--- src/rtl/multicycle_datapath.sv ---
// Multicycle FETCH/DECODE/EXEC/MEM/WB processor datapath; opcode 5 is BNE when MULTICYCLE_BNE_EN is defined, illegal otherwise.
// Latency FETCH-to-FETCH with zero wait states: BEQ/BNE/illegal 3, SW/R-type/ADDI 4, LW 5; HALT retires in DECODE.
// Backpressure: FETCH holds im_req and MEM holds dm_req until the matching ready; nothing else stalls.
module multicycle_datapath #(
    parameter int WIDTH    = 24,
    parameter int PC_RESET = 10,
    parameter int PC_STEP  = 3
) (
    input  logic             Clock,
    input  logic             Reset_n,
    output logic             im_req,
    output logic [WIDTH-1:0] im_addr,
    input  logic [WIDTH-1:0] im_rdata,
    input  logic             im_ready,
    output logic             dm_req,
    output logic             dm_we,
    output logic [WIDTH-1:0] dm_addr,
    output logic [WIDTH-1:0] dm_wdata,
    input  logic [WIDTH-1:0] dm_rdata,
    input  logic             dm_ready,
    output logic [WIDTH-1:0] pc,
    output logic             halted,
    output logic             retire,
    output logic             illegal,
    input  logic [3:0]       dbg_raddr,
    output logic [WIDTH-1:0] dbg_rdata
);

    typedef enum logic [2:0] {FETCH, DECODE, EXEC, MEM, WB, HALT} state_t;

    localparam logic [3:0] OP_RTYPE = 4'd0;
    localparam logic [3:0] OP_ADDI  = 4'd1;
    localparam logic [3:0] OP_LW    = 4'd2;
    localparam logic [3:0] OP_SW    = 4'd3;
    localparam logic [3:0] OP_BEQ   = 4'd4;
    localparam logic [3:0] OP_BNE   = 4'd5;
    localparam logic [3:0] OP_HALT  = 4'd15;

    localparam logic [WIDTH-1:0] STEP   = WIDTH'(PC_STEP);
    localparam logic [WIDTH-1:0] PC_RST = WIDTH'(PC_RESET);

    state_t           r_state, w_state_nxt;
    logic             r_run;
    logic [WIDTH-1:0] r_pc, w_pc_nxt;
    logic [WIDTH-1:0] r_ir, r_a, r_b, r_imm, r_alu, r_mdr;
    logic [WIDTH-1:0] r_regs [16];

    logic [3:0]       w_op, w_rs, w_rt, w_rd, w_funct;
    logic [WIDTH-1:0] w_imm_ext, w_alu, w_wb_dat;
    logic [3:0]       w_wb_idx;
    logic             w_is_bne, w_is_branch, w_taken, w_known, w_illegal_op;

    assign w_op      = r_ir[WIDTH-1 -: 4];
    assign w_rs      = r_ir[WIDTH-5 -: 4];
    assign w_rt      = r_ir[WIDTH-9 -: 4];
    assign w_rd      = r_ir[WIDTH-13 -: 4];
    assign w_funct   = r_ir[3:0];
    assign w_imm_ext = {{12{r_ir[WIDTH-13]}}, r_ir[WIDTH-13:0]};

`ifdef MULTICYCLE_BNE_EN
    assign w_is_bne = (w_op == OP_BNE);
`else
    assign w_is_bne = 1'b0;
`endif

    // r_a/r_b hold the operands latched in DECODE, so the compare is stable in EXEC
    assign w_is_branch  = (w_op == OP_BEQ) || w_is_bne;
    assign w_taken      = ((w_op == OP_BEQ) && (r_a == r_b)) || (w_is_bne && (r_a != r_b));
    assign w_known      = (w_op == OP_RTYPE) || (w_op == OP_ADDI) || (w_op == OP_LW) ||
                          (w_op == OP_SW) || w_is_branch;
    assign w_illegal_op = !w_known;

    always_comb begin
        w_alu = '0;
        case (w_op)
            OP_RTYPE: begin
                case (w_funct)
                    4'd0:    w_alu = r_a + r_b;
                    4'd1:    w_alu = r_a - r_b;
                    4'd2:    w_alu = r_a & r_b;
                    4'd3:    w_alu = r_a | r_b;
                    4'd4:    w_alu = {{(WIDTH-1){1'b0}}, ($signed(r_a) < $signed(r_b))};
                    default: w_alu = '0;
                endcase
            end
            OP_ADDI, OP_LW, OP_SW: w_alu = r_a + r_imm;
            default:               w_alu = '0;
        endcase
    end

    always_comb begin
        w_state_nxt = r_state;
        w_pc_nxt    = r_pc;
        case (r_state)
            FETCH: begin
                if (im_req && im_ready) w_state_nxt = DECODE;
            end
            DECODE: begin
                w_state_nxt = (w_op == OP_HALT) ? HALT : EXEC;
            end
            EXEC: begin
                if ((w_op == OP_RTYPE) || (w_op == OP_ADDI)) begin
                    w_state_nxt = WB;
                end else if ((w_op == OP_LW) || (w_op == OP_SW)) begin
                    w_state_nxt = MEM;
                end else begin
                    w_state_nxt = FETCH;
                    w_pc_nxt    = w_taken ? (r_pc + STEP + r_imm) : (r_pc + STEP);
                end
            end
            MEM: begin
                if (dm_ready) begin
                    if (w_op == OP_SW) begin
                        w_state_nxt = FETCH;
                        w_pc_nxt    = r_pc + STEP;
                    end else begin
                        w_state_nxt = WB;
                    end
                end
            end
            WB: begin
                w_state_nxt = FETCH;
                w_pc_nxt    = r_pc + STEP;
            end
            HALT:    w_state_nxt = HALT;
            default: w_state_nxt = FETCH;
        endcase
    end

    // r_run keeps requests low for the first cycle after any reset edge
    assign im_req   = (r_state == FETCH) && r_run;
    assign im_addr  = im_req ? r_pc : '0;
    assign dm_req   = (r_state == MEM);
    assign dm_we    = dm_req && (w_op == OP_SW);
    assign dm_addr  = dm_req ? r_alu : '0;
    assign dm_wdata = dm_we ? r_b : '0;

    assign pc      = r_pc;
    assign halted  = (r_state == HALT);
    assign illegal = (r_state == EXEC) && w_illegal_op;
    assign retire  = ((r_state == DECODE) && (w_op == OP_HALT)) ||
                     ((r_state == EXEC) && (w_is_branch || w_illegal_op)) ||
                     (dm_we && dm_ready) ||
                     (r_state == WB);

    assign w_wb_idx  = (w_op == OP_RTYPE) ? w_rd : w_rt;
    assign w_wb_dat  = (w_op == OP_LW) ? r_mdr : r_alu;
    assign dbg_rdata = (dbg_raddr == 4'd0) ? '0 : r_regs[dbg_raddr];

    always_ff @(posedge Clock) begin
        if (!Reset_n) begin
            r_state <= FETCH;
            r_run   <= 1'b0;
            r_pc    <= PC_RST;
            r_ir    <= '0;
            r_a     <= '0;
            r_b     <= '0;
            r_imm   <= '0;
            r_alu   <= '0;
            r_mdr   <= '0;
            for (int i = 0; i < 16; i++) r_regs[i] <= '0;
        end else begin
            r_state <= w_state_nxt;
            r_run   <= 1'b1;
            r_pc    <= w_pc_nxt;
            if (im_req && im_ready) r_ir <= im_rdata;
            if (r_state == DECODE) begin
                r_a   <= r_regs[w_rs];
                r_b   <= r_regs[w_rt];
                r_imm <= w_imm_ext;
            end
            if (r_state == EXEC) r_alu <= w_alu;
            if (dm_req && dm_ready && (w_op == OP_LW)) r_mdr <= dm_rdata;
            if ((r_state == WB) && (w_wb_idx != 4'd0)) r_regs[w_wb_idx] <= w_wb_dat;
        end
    end

endmodule

--- config.mk ---
export PLATFORM = sky130hd
export DESIGN_NAME = multicycle_datapath
export DESIGN_NICKNAME = d
export VERILOG_FILES = /design/src/rtl/multicycle_datapath.sv
export SDC_FILE = /design/constraint.sdc
export NUM_CORES = 1
export LEC_CHECK = 0
export ABC_CLOCK_PERIOD_IN_PS = 4850
export BUFFER_PORTS_ARGS = -buffer_cell sky130_fd_sc_hd__buf_2
export CAP_MARGIN = 0
export CORE_ASPECT_RATIO = 1.75
export CORE_MARGIN = 2
export CORE_UTILIZATION = 35
export DETAILED_ROUTE_END_ITERATION = 10
export HOLD_SLACK_MARGIN = 0.03
export SLEW_MARGIN = 5
export SYNTH_ARGS = -nofsm -noshare
export SYNTH_HDL_FRONTEND = slang
export SYNTH_SLANG_ARGS = --single-unit
--- constraint.sdc ---
create_clock -name Clock -period 4.85 [get_ports Clock]
set_clock_uncertainty 0.15 [all_clocks]
set_input_delay 0.2425 -clock Clock [delete_from_list [all_inputs] [get_ports Clock]]
set_output_delay 0.2425 -clock Clock [all_outputs]
set_load 0.03 [all_outputs]
==> out/metrics.cfg, run 1 <==
[route]
vias = 28188
drtPass1Iterations = 6
viasPerCell = 6.00
drt_iter0_markers = 2780
routed_wl_um = 136000
avgRoutedWirePerCell_um = 28.9
postRouteAntennaNets = 0
drc = 0

[sta]
hold_violations = 0
setup_viol = 0
period_share_pct = 94.6
finalWorstSetupSlack_ns = 0.261
fmax_mhz = 218
rsz0062_at_grt = false
worst_pin_slew_ns = 1.25
slew_headroom_pct = 15.9
finalSetupTns_ns = 0
whs_ns = 0.0744
finalCriticalPeriod_ns = 4.59
slew_violations = 0

[yosys]
async_flop_share_pct = 0
synth_ff_type = edfxtp_1
ys_types = 72
avgSynthCellArea_um2 = 11.1
syn_area_um2 = 34900
yosys_register_bits = 544
yosys_warnings = 0
synth_cells = 3140
synth_edf_count = 384
ys_seq_area_share_pct = 42.2

[global_routing]
grt_pass1_vias = 28423
use_met2_pct = 46.1
grt_use_total_pct = 26.2
grt_max_degree = 81
overflow = 0
globalRouteMet3Util_pct = 4.47
use_met1_pct = 27.7
antenna_found_initial = 7
grt.busiest_layer = met2
grt_first_pass_wirelength_um = 195000

[worst_setup_path]
startpoint = pc[0]
crit_buf_inv = 2
r2r_start = pc[0]
worst_path_largest_cell_delay_ns = 0.49
slowest_stage = or3_1
startpoint_type = flop
required_ns = 5.28
cpMostUsedCell = mux2i_1
path_class = flop to flop
worstSetupEndpointType = flop
path_max_fanout = 6
arrival_ns = 5.01
cpLargestDelayFamily = simple AND/OR/NAND/NOR gates
crit_chain = inv_1 -> ha_1 -> nand3b_1 -> or3_1 -> nor2_1 -> buf_4 -> nand2_1 -> nor2_1 -> nand2_1 -> xnor2_1 -> ha_1 -> a21o_1 -> a21o_1 -> o41ai_1 -> mux2i_1 -> mux2i_1 -> mux2i_1

[place]
place_inst = 4545
pre_cts_ws_ns = 0.221
place_congestion = 0.978
dp_hpwl_um = 95200
io_buffer_count = 181

[cells_and_area]
ff_latch_area_um2 = 14800
syn2layout_area_growth_pct = 14.5
drive_gt1_share_pct = 23.3
nNetsFinal = 3520
fillers = 9624
fin_cells = 4696
multi_input_area_um2 = 19000

[clock_tree]
path_clk_slew_ns = 0.07
insertion_delay_ns = 0.64
cts_sinks = 544
clk_path_buf_depth = 3
cts_tree = done
cts-root-buf = clkbuf_16
cts-htree-levels = 2
numCtsBuffers = 51

[pwr]
combPwrFrac_pct = 26.4
leakagePower_nw = 13.9
switching_share_pct = 32.9
internal-power_mw = 8.85
p_clk_share_pct = 32.0
ir_drop_mv = 0.237
power_frac_seq_pct = 41.6
powerDensity_nw_per_um2 = 329
p_sw_mw = 4.33

[run_status]
status = completed

[worst_hold_path]
hold_path_class = primary input to flop
worstHoldStart = im_ready

[run]
drv_cap = 0

[floorplan]
die-area_um2 = 102000
pin_count = 182
fp.dieH_um = 422
die_w_um = 243
coreArea_um2 = 99200
start_util_pct = 35.2
core.rowCount = 153

[sequential cells by signal (all words and copies together) (netlist names)]
| name | count |
|---|---|
| r_ir | 24 |
| r_imm | 12 |
| r_regs | 384 |
| r_state | 3 |
| r_mdr | 24 |
| r_a | 24 |
| r_run | 1 |
| pc | 24 |
| r_alu | 24 |
| r_b | 24 |
[worst paths after layout]
path	endpoint	slack, ns	depth (start not counted)
hold / removal	r_ir[15]	0.07	5
setup / recovery	pc[23]	0.26	17
hold reg to reg	r_mdr[7]	0.30	2
setup reg to reg	pc[23]	0.26	17
[tightest hold or removal path, cell delays in order]
cell,delay (ns)
buf_2,0.11
nand2_1,0.05
buf_4,0.24
nand2_1,0.11
a21oi_1,0.06
[stage by stage]
stage / power, mW / instance area [µm²] / utilization [%]
floorplan: 7.65 / 35000 / -
global placement: 8.92 / 37800 / 38.1
detailed placement: 8.94 / 37800 / 38.1
CTS: 13.2 / 40000 / 40.3
global route: 13.6 / 40000 / 40.3
finish: 13.2 / 40000 / 40.3
[metal layers]
layer / share of wire (%) / routed length (µm)
met5: 0.034 / 46
met4: 9.0 / 12200
met2: 50 / 68200
met1: 32 / 43700
met3: 8.4 / 11400
[layout make-up]
class	count	share of cell area, %
Multi-Input combinational cell	2274	47.6
Timing Repair Buffer	362	6.15
Clock inverter	26	0.763
Sequential cell	544	36.9
Tap cell	1317	4.12
Antenna cell	4	0.0250
Clock buffer	70	3.54
Inverter	99	0.941
[power by group through the flow]
stage          Clock, mW  Sequential [mW]  Combinational [mW]
2_1_floorplan          0             5.42                2.23
3_3_place_gp           0             5.56                3.36
3_5_place_dp           0             5.58                3.36
4_1_cts             4.27             5.48                3.41
5_1_grt             4.43             5.51                3.68
6_report            4.22             5.49                3.47
[synth_stat cells, drive strengths merged, types with 27 or more instances]
| library cell | number | share of area [%] |
|---|---|---|
| nor2b | 31 | 0.56 |
| o21ai | 103 | 1.5 |
| and2 | 29 | 0.52 |
| clkbuf | 211 | 2.3 |
| buf | 35 | 0.41 |
| a21o | 31 | 0.67 |
| and3 | 28 | 0.50 |
| nor3 | 58 | 0.85 |
| edfxtp | 384 | 33 |
| dfxtp | 160 | 9.2 |
| xor2 | 27 | 0.68 |
| mux2i | 30 | 0.86 |
| xnor2 | 51 | 1.3 |
| inv | 96 | 1.0 |
| nand2 | 354 | 3.8 |
| nand3 | 31 | 0.44 |
| mux4 | 360 | 23 |
| a21oi | 226 | 3.2 |
| nor2 | 491 | 5.3 |
| ha | 128 | 4.6 |
[placed cells by master (no fill, tap or decap), drive strengths merged, types with 30 or more instances in the layout]
cell,instances
dfxtp,160
ha,128
clkbuf,70
nand3,31
nand2,354
xnor2,51
buf,312
mux2i,30
dlygate4sd3,50
a21oi,226
o21ai,103
nor3,58
edfxtp,384
a21o,31
nor2,491
inv,99
mux4,360
nor2b,31
[kinds of logic (layout without fill, tap and decap cells)]
group / count (synthesis) / after routing / synth area share [%]
buf+inv: 345 / 557 / 3.74
flops: 544 / 544 / 42.2
fa+ha+maj: 132 / 132 / 4.81
simple gates: 1107 / 1107 / 13.6
other cells: 1 / 28 / 0.0107
mux: 391 / 391 / 24.1
xor+xnor: 78 / 78 / 1.96
compound gates: 542 / 542 / 9.58
[what timing repair did]
| action | CTS | global route |
|---|---|---|
| setup endpoints to repair | 0 | 2 |
| hold endpoints to repair | 60 | 0 |
| setup buffers | 0 | 1 |
| resized for setup | 0 | 1 |
| hold buffers | 50 | 0 |
Note: power is estimated with default switching activity, not from simulation.
==> run 2, diff against run 1 <==
Settings changed: ABC_CLOCK_PERIOD_IN_PS 4850 to 5300, BUFFER_PORTS_ARGS -buffer_cell sky130_fd_sc_hd__buf_2 to not set, DONT_BUFFER_PORTS set to 1.
Clock period 4.85 ns to 5.3 ns, I/O delays scaled along.
==> run 2 against run 1 <==
  * Critical path depth is 3 lower
  * Sequential share of layout area is 0.70 points higher
  * Sequential power is 8.4% lower
  * Clock-buffer cell count is 7 lower
  * Via count is 1.8% lower
  * Die area stayed put
  * Routed wire length is 1.3% higher
  * Combinational power is 12% lower
  * Critical path type unchanged
  * Largest cell class unchanged
  * Largest power group unchanged
  * Highest routed layer unchanged
==> out/metrics.cfg, run 2 (synthesized netlist as in run 1, its figures left out) <==
[worst_setup_path]
startpoint_type = flop
path_class = flop to flop
worstSetupEndpointType = flop
slowest_stage = dfxtp_1
reg2reg_depth = 14
worst_path_largest_cell_delay_ns = 0.64
crit_chain = nand3b_1 -> or3_1 -> nor2_1 -> nand2_1 -> nor2_1 -> nand2_1 -> xnor2_1 -> ha_1 -> a21o_1 -> a21o_1 -> o41ai_1 -> mux2i_1 -> mux2i_1 -> mux2i_1
path_max_fanout = 6
arrival_ns = 5.35
cpMostUsedCell = mux2i_1
required_ns = 5.70

[worst_hold_path]
whs_path_depth = 2
hold_path_class = primary input to flop

[pwr]
leakagePower_nw = 13.1
ir_drop_mv = 0.242
power.total_mw = 12.2
powerDensity_nw_per_um2 = 311

[cells_and_area]
drive_gt1_share_pct = 19.5
syn2layout_area_growth_pct = 12.4
fillers = 9539
multi_input_area_um2 = 19100
nNetsFinal = 3338
layout_common_cells = nor2_1 (489), edfxtp_1 (384), mux4_2 (360)
final_common_cell = nor2_1
fin_cells = 4514
ff_latch_area_um2 = 14800
top_register = r_regs
largest_reg_flops = 384

[sta]
fmax_mhz = 202
hold_violations = 0
slew_headroom_pct = 14.3
rsz0062_at_grt = false
finalSetupTns_ns = 0
finalWorstSetupSlack_ns = 0.354
finalCriticalPeriod_ns = 4.95
worst_pin_slew_ns = 1.27
period_share_pct = 93.3
slew_violations = 0
setup_viol = 0

[floorplan]
core.rowCount = 153
die_w_um = 243
coreArea_um2 = 99200
pin_count = 182
fp.dieH_um = 422
start_util_pct = 35.2
die-area_um2 = 102000

[route]
drt_iter0_markers = 2948
drtPass1Iterations = 6
routed_wl_um = 137000
drc = 0
vias = 27693
postRouteAntennaNets = 0
avgRoutedWirePerCell_um = 30.4
viasPerCell = 6.13

[clock_tree]
path_clk_slew_ns = 0.07
cts_tree = done
cts_sinks = 544
hold_buffers = 51
clk_path_buf_depth = 3
insertion_delay_ns = 0.65
numCtsBuffers = 51
post_cts_buffers = 0
cts.repair.resized = 0
cts-root-buf = clkbuf_16
cts-htree-levels = 2

[place]
dp_hpwl_um = 94700
place_congestion = 1.00
place_inst = 4363
pre_cts_ws_ns = 0.423
io_buffer_count = 0

[global_routing]
grt_pass1_vias = 28149
antenna_found_initial = 4
grt_max_degree = 98
grt_first_pass_wirelength_um = 195000
overflow = 0
grt_use_total_pct = 26.4

[run_status]
status = completed

[run]
drv_cap = 0

-- run 2: cell count changes in the layout (fill, tap and decap cells not counted), moves of 3 or more --
cell       before  now
mux2i_2         0    4
clkinv_4        0    4
bufinv_16       5    8
clkbuf_1       12    2
buf_2         179    0
clkinv_1        5    2
mux2i_1        30   26
buf_4         127  124
clkbuf_8        7   10
-- run 2: through the flow --
stage	instance area (µm²)	hold WS [ns]	utilization, %
floorplan	35000	0.143	-
global placement	36900	0.154	37.2
detailed placement	36900	0.154	37.2
CTS	39300	0.0483	39.6
global route	39300	0.0796	39.6
finish	39300	0.0897	39.6
-- run 2: final timing paths --
kind	startpoint	to	slack [ns]
worst max-delay path	pc[3]	pc[23]	0.35
worst min-delay path	Reset_n	r_regs[1][23]	0.09
worst max register to register	pc[3]	pc[23]	0.35
worst min register to register	r_ir[4]	r_imm[4]	0.30
-- run 2: layout make-up --
| class | count | area share, % |
|---|---|---|
| Timing Repair Buffer | 180 | 3.97 |
| Antenna cell | 5 | 0.0319 |
| Clock inverter | 32 | 1.13 |
| Clock buffer | 63 | 3.62 |
| Sequential cell | 544 | 37.6 |
| Tap cell | 1317 | 4.20 |
| Multi-Input combinational cell | 2274 | 48.5 |
| Inverter | 99 | 0.959 |
-- run 2: power by group --
group	internal [mW]	total [mW]	switching (mW)
combinational	1.17	3.06	1.89
clock	2.32	4.14	1.82
sequential	4.74	5.03	0.290
total	8.23	12.2	4.00
-- run 2: critical path: cells and delay by family, from the launching register on --
| family | cells | cell delay (ns) |
|---|---|---|
| AND/OR/NAND/NOR | 6 | 1.88 |
| XOR/XNOR | 1 | 0.24 |
| AO/OA/AOI/OAI | 3 | 0.88 |
| adder cells (fa/ha/maj) | 1 | 0.34 |
| flip-flops | 1 | 0.64 |
| multiplexers | 3 | 0.74 |
-- run 2: routing by layer --
layer | global-route usage [%] | vias to the layer above | wire [µm]
met4 | 21.3 | 2 | 12800
met5 | 0 | - | 13
li1 | - | 11748 | -
met1 | 27.8 | 13929 | 44200
met3 | 4.55 | 473 | 11100
met2 | 46.3 | 1541 | 69200
==> run 3, diff against run 2 <==
==> constraint.sdc (replaced) <==
create_clock -name Clock -period 5.3 [get_ports Clock]
set_clock_uncertainty 0.15 [all_clocks]
set_input_delay 1.06 -clock Clock [delete_from_list [all_inputs] [get_ports Clock]]
set_output_delay 1.06 -clock Clock [all_outputs]
set_load 0.03 [all_outputs]
==> run 3 against run 2 <==
  * Non-clock buffer count down 41
  * Flip-flop and latch count is the same
  * Sequential power about the same
  * Die area unchanged
  * Cell area shrank 1.2%
  * Clock-buffer cell count up 18
  * Largest cell class unchanged
  * Final cell count is 0.93% lower
==> out/metrics.cfg, run 3 (synthesized netlist as in run 1, its figures left out) <==
[run]
drv_cap = 0

[sta]
rsz0062_at_grt = false
setup_viol = 0
period_share_pct = 92.2
slew_headroom_pct = 21.4
finalCriticalPeriod_ns = 4.88
hold_violations = 0
finalSetupTns_ns = 0
whs_ns = 0.303
slew_violations = 0
fmax_mhz = 205
worst_pin_slew_ns = 1.15

[cells_and_area]
nNetsFinal = 3298
layout_common_cells = nor2_1 (489), edfxtp_1 (384), mux4_2 (360)
final_common_cell = nor2_1
drive_gt1_share_pct = 19.7
top_register = r_regs
largest_reg_flops = 384
fillers = 9538
syn2layout_area_growth_pct = 11.1

[place]
place_congestion = 1.00
io_buffer_count = 0
dp_hpwl_um = 92300

[clock_tree]
cts.repair.resized = 0
hold_buffers = 0
path_clk_slew_ns = 0.08
cts_sinks = 544
clk_path_buf_depth = 3
post_cts_buffers = 0
cts-root-buf = clkbuf_16
numCtsBuffers = 52
cts_tree = done
cts-htree-levels = 2
insertion_delay_ns = 0.65

[pwr]
power.total_mw = 12.1
ir_drop_mv = 0.262
powerDensity_nw_per_um2 = 312
leakagePower_nw = 13.0

[run_status]
status = completed

[route]
drtPass1Iterations = 5
viasPerCell = 6.09
vias = 27242
drt_iter0_markers = 2695
drc = 0
postRouteAntennaNets = 0
routed_wl_um = 133000
avgRoutedWirePerCell_um = 29.7

[floorplan]
coreArea_um2 = 99200
start_util_pct = 35.2
die_w_um = 243
fp.dieH_um = 422
core.rowCount = 153
die-area_um2 = 102000
pin_count = 182

[global_routing]
grt_use_total_pct = 25.5
grt_first_pass_wirelength_um = 191000
antenna_found_initial = 7
overflow = 0
grt_pass1_vias = 27793
grt_max_degree = 98

[worst_setup_path]
path_class = flop to flop
worstSetupEndpointType = flop
path_max_fanout = 5
startpoint_type = flop
required_ns = 5.70
arrival_ns = 5.29

[worst_hold_path]
hold_path_class = flop to flop

run 3: cell count changes in the layout (fill, tap and decap cells not counted), moves of 2 or more:
cell           before  now
buf_12              5    8
buf_4             124  131
bufinv_16           8    6
clkbuf_1            2   16
clkbuf_16          51   53
clkinv_2            8    5
clkinv_4            4    0
clkinvlp_4          6    2
diode_2             5    2
dlygate4sd3_1      50    0
inv_1              97   95
run 3: final timing paths:
kind / cells past startpoint / end / slack, ns / from
setup reg to reg: 17 / pc[23] / 0.42 / pc[0]
setup / recovery: 17 / pc[23] / 0.42 / pc[0]
hold reg to reg: 2 / r_imm[4] / 0.30 / r_ir[4]
hold / removal: 2 / r_imm[4] / 0.30 / r_ir[4]
run 3: metrics by stage:
stage	setup WS (ns)	instance area (µm²)	instances	utilization, %
after floorplan	0.770	35000	3163	-
after global placement	0.442	37000	4373	37.3
after detailed placement	0.517	37000	4373	37.3
after CTS	0.447	38800	4470	39.1
after global routing	0.124	38800	4472	39.1
final	0.415	38800	4472	39.1
run 3: layout make-up:
cell class / instances / area, µm² / area share (%)
multi-input cells: 2274 / 19100 / 49.1
flip-flops and latches: 544 / 14800 / 38.0
well taps: 1317 / 1650 / 4.25
clock buffers: 81 / 1540 / 3.98
repair buffers: 139 / 1140 / 2.95
inverters: 99 / 377 / 0.971
clock inverters: 16 / 279 / 0.719
diodes: 2 / 5.00 / 0.0129
run 3: report_power, final:
part	switching, mW	internal [mW]
Combinational	1.85	1.15
Sequential	0.281	4.74
Clock	1.79	2.31
run 3: routing by layer:
metal  vias to the layer above  part of all wire [%]  track usage (%)
li1                      11661                     -                -
met1                     13698                    33             27.1
met2                      1441                    51             45.5
met3                       434                   7.9             4.26
met4                         8                   8.2             18.4
met5                         -                 0.041                0
run 3: critical path: stages, from the launching register on:
cell	delay [ns]
dfxtp_1	0.33
inv_1	0.09
ha_1	0.26
nand3b_1	0.29
or3_1	0.50
nor2_1	0.39
nand2_1	0.13
xnor2_1	0.17
ha_1	0.37
nand2_1	0.08
o21ai_0	0.11
o31a_1	0.25
a211oi_1	0.40
nand2_1	0.19
o41ai_1	0.38
mux2i_1	0.28
mux2i_1	0.25
mux2i_1	0.21
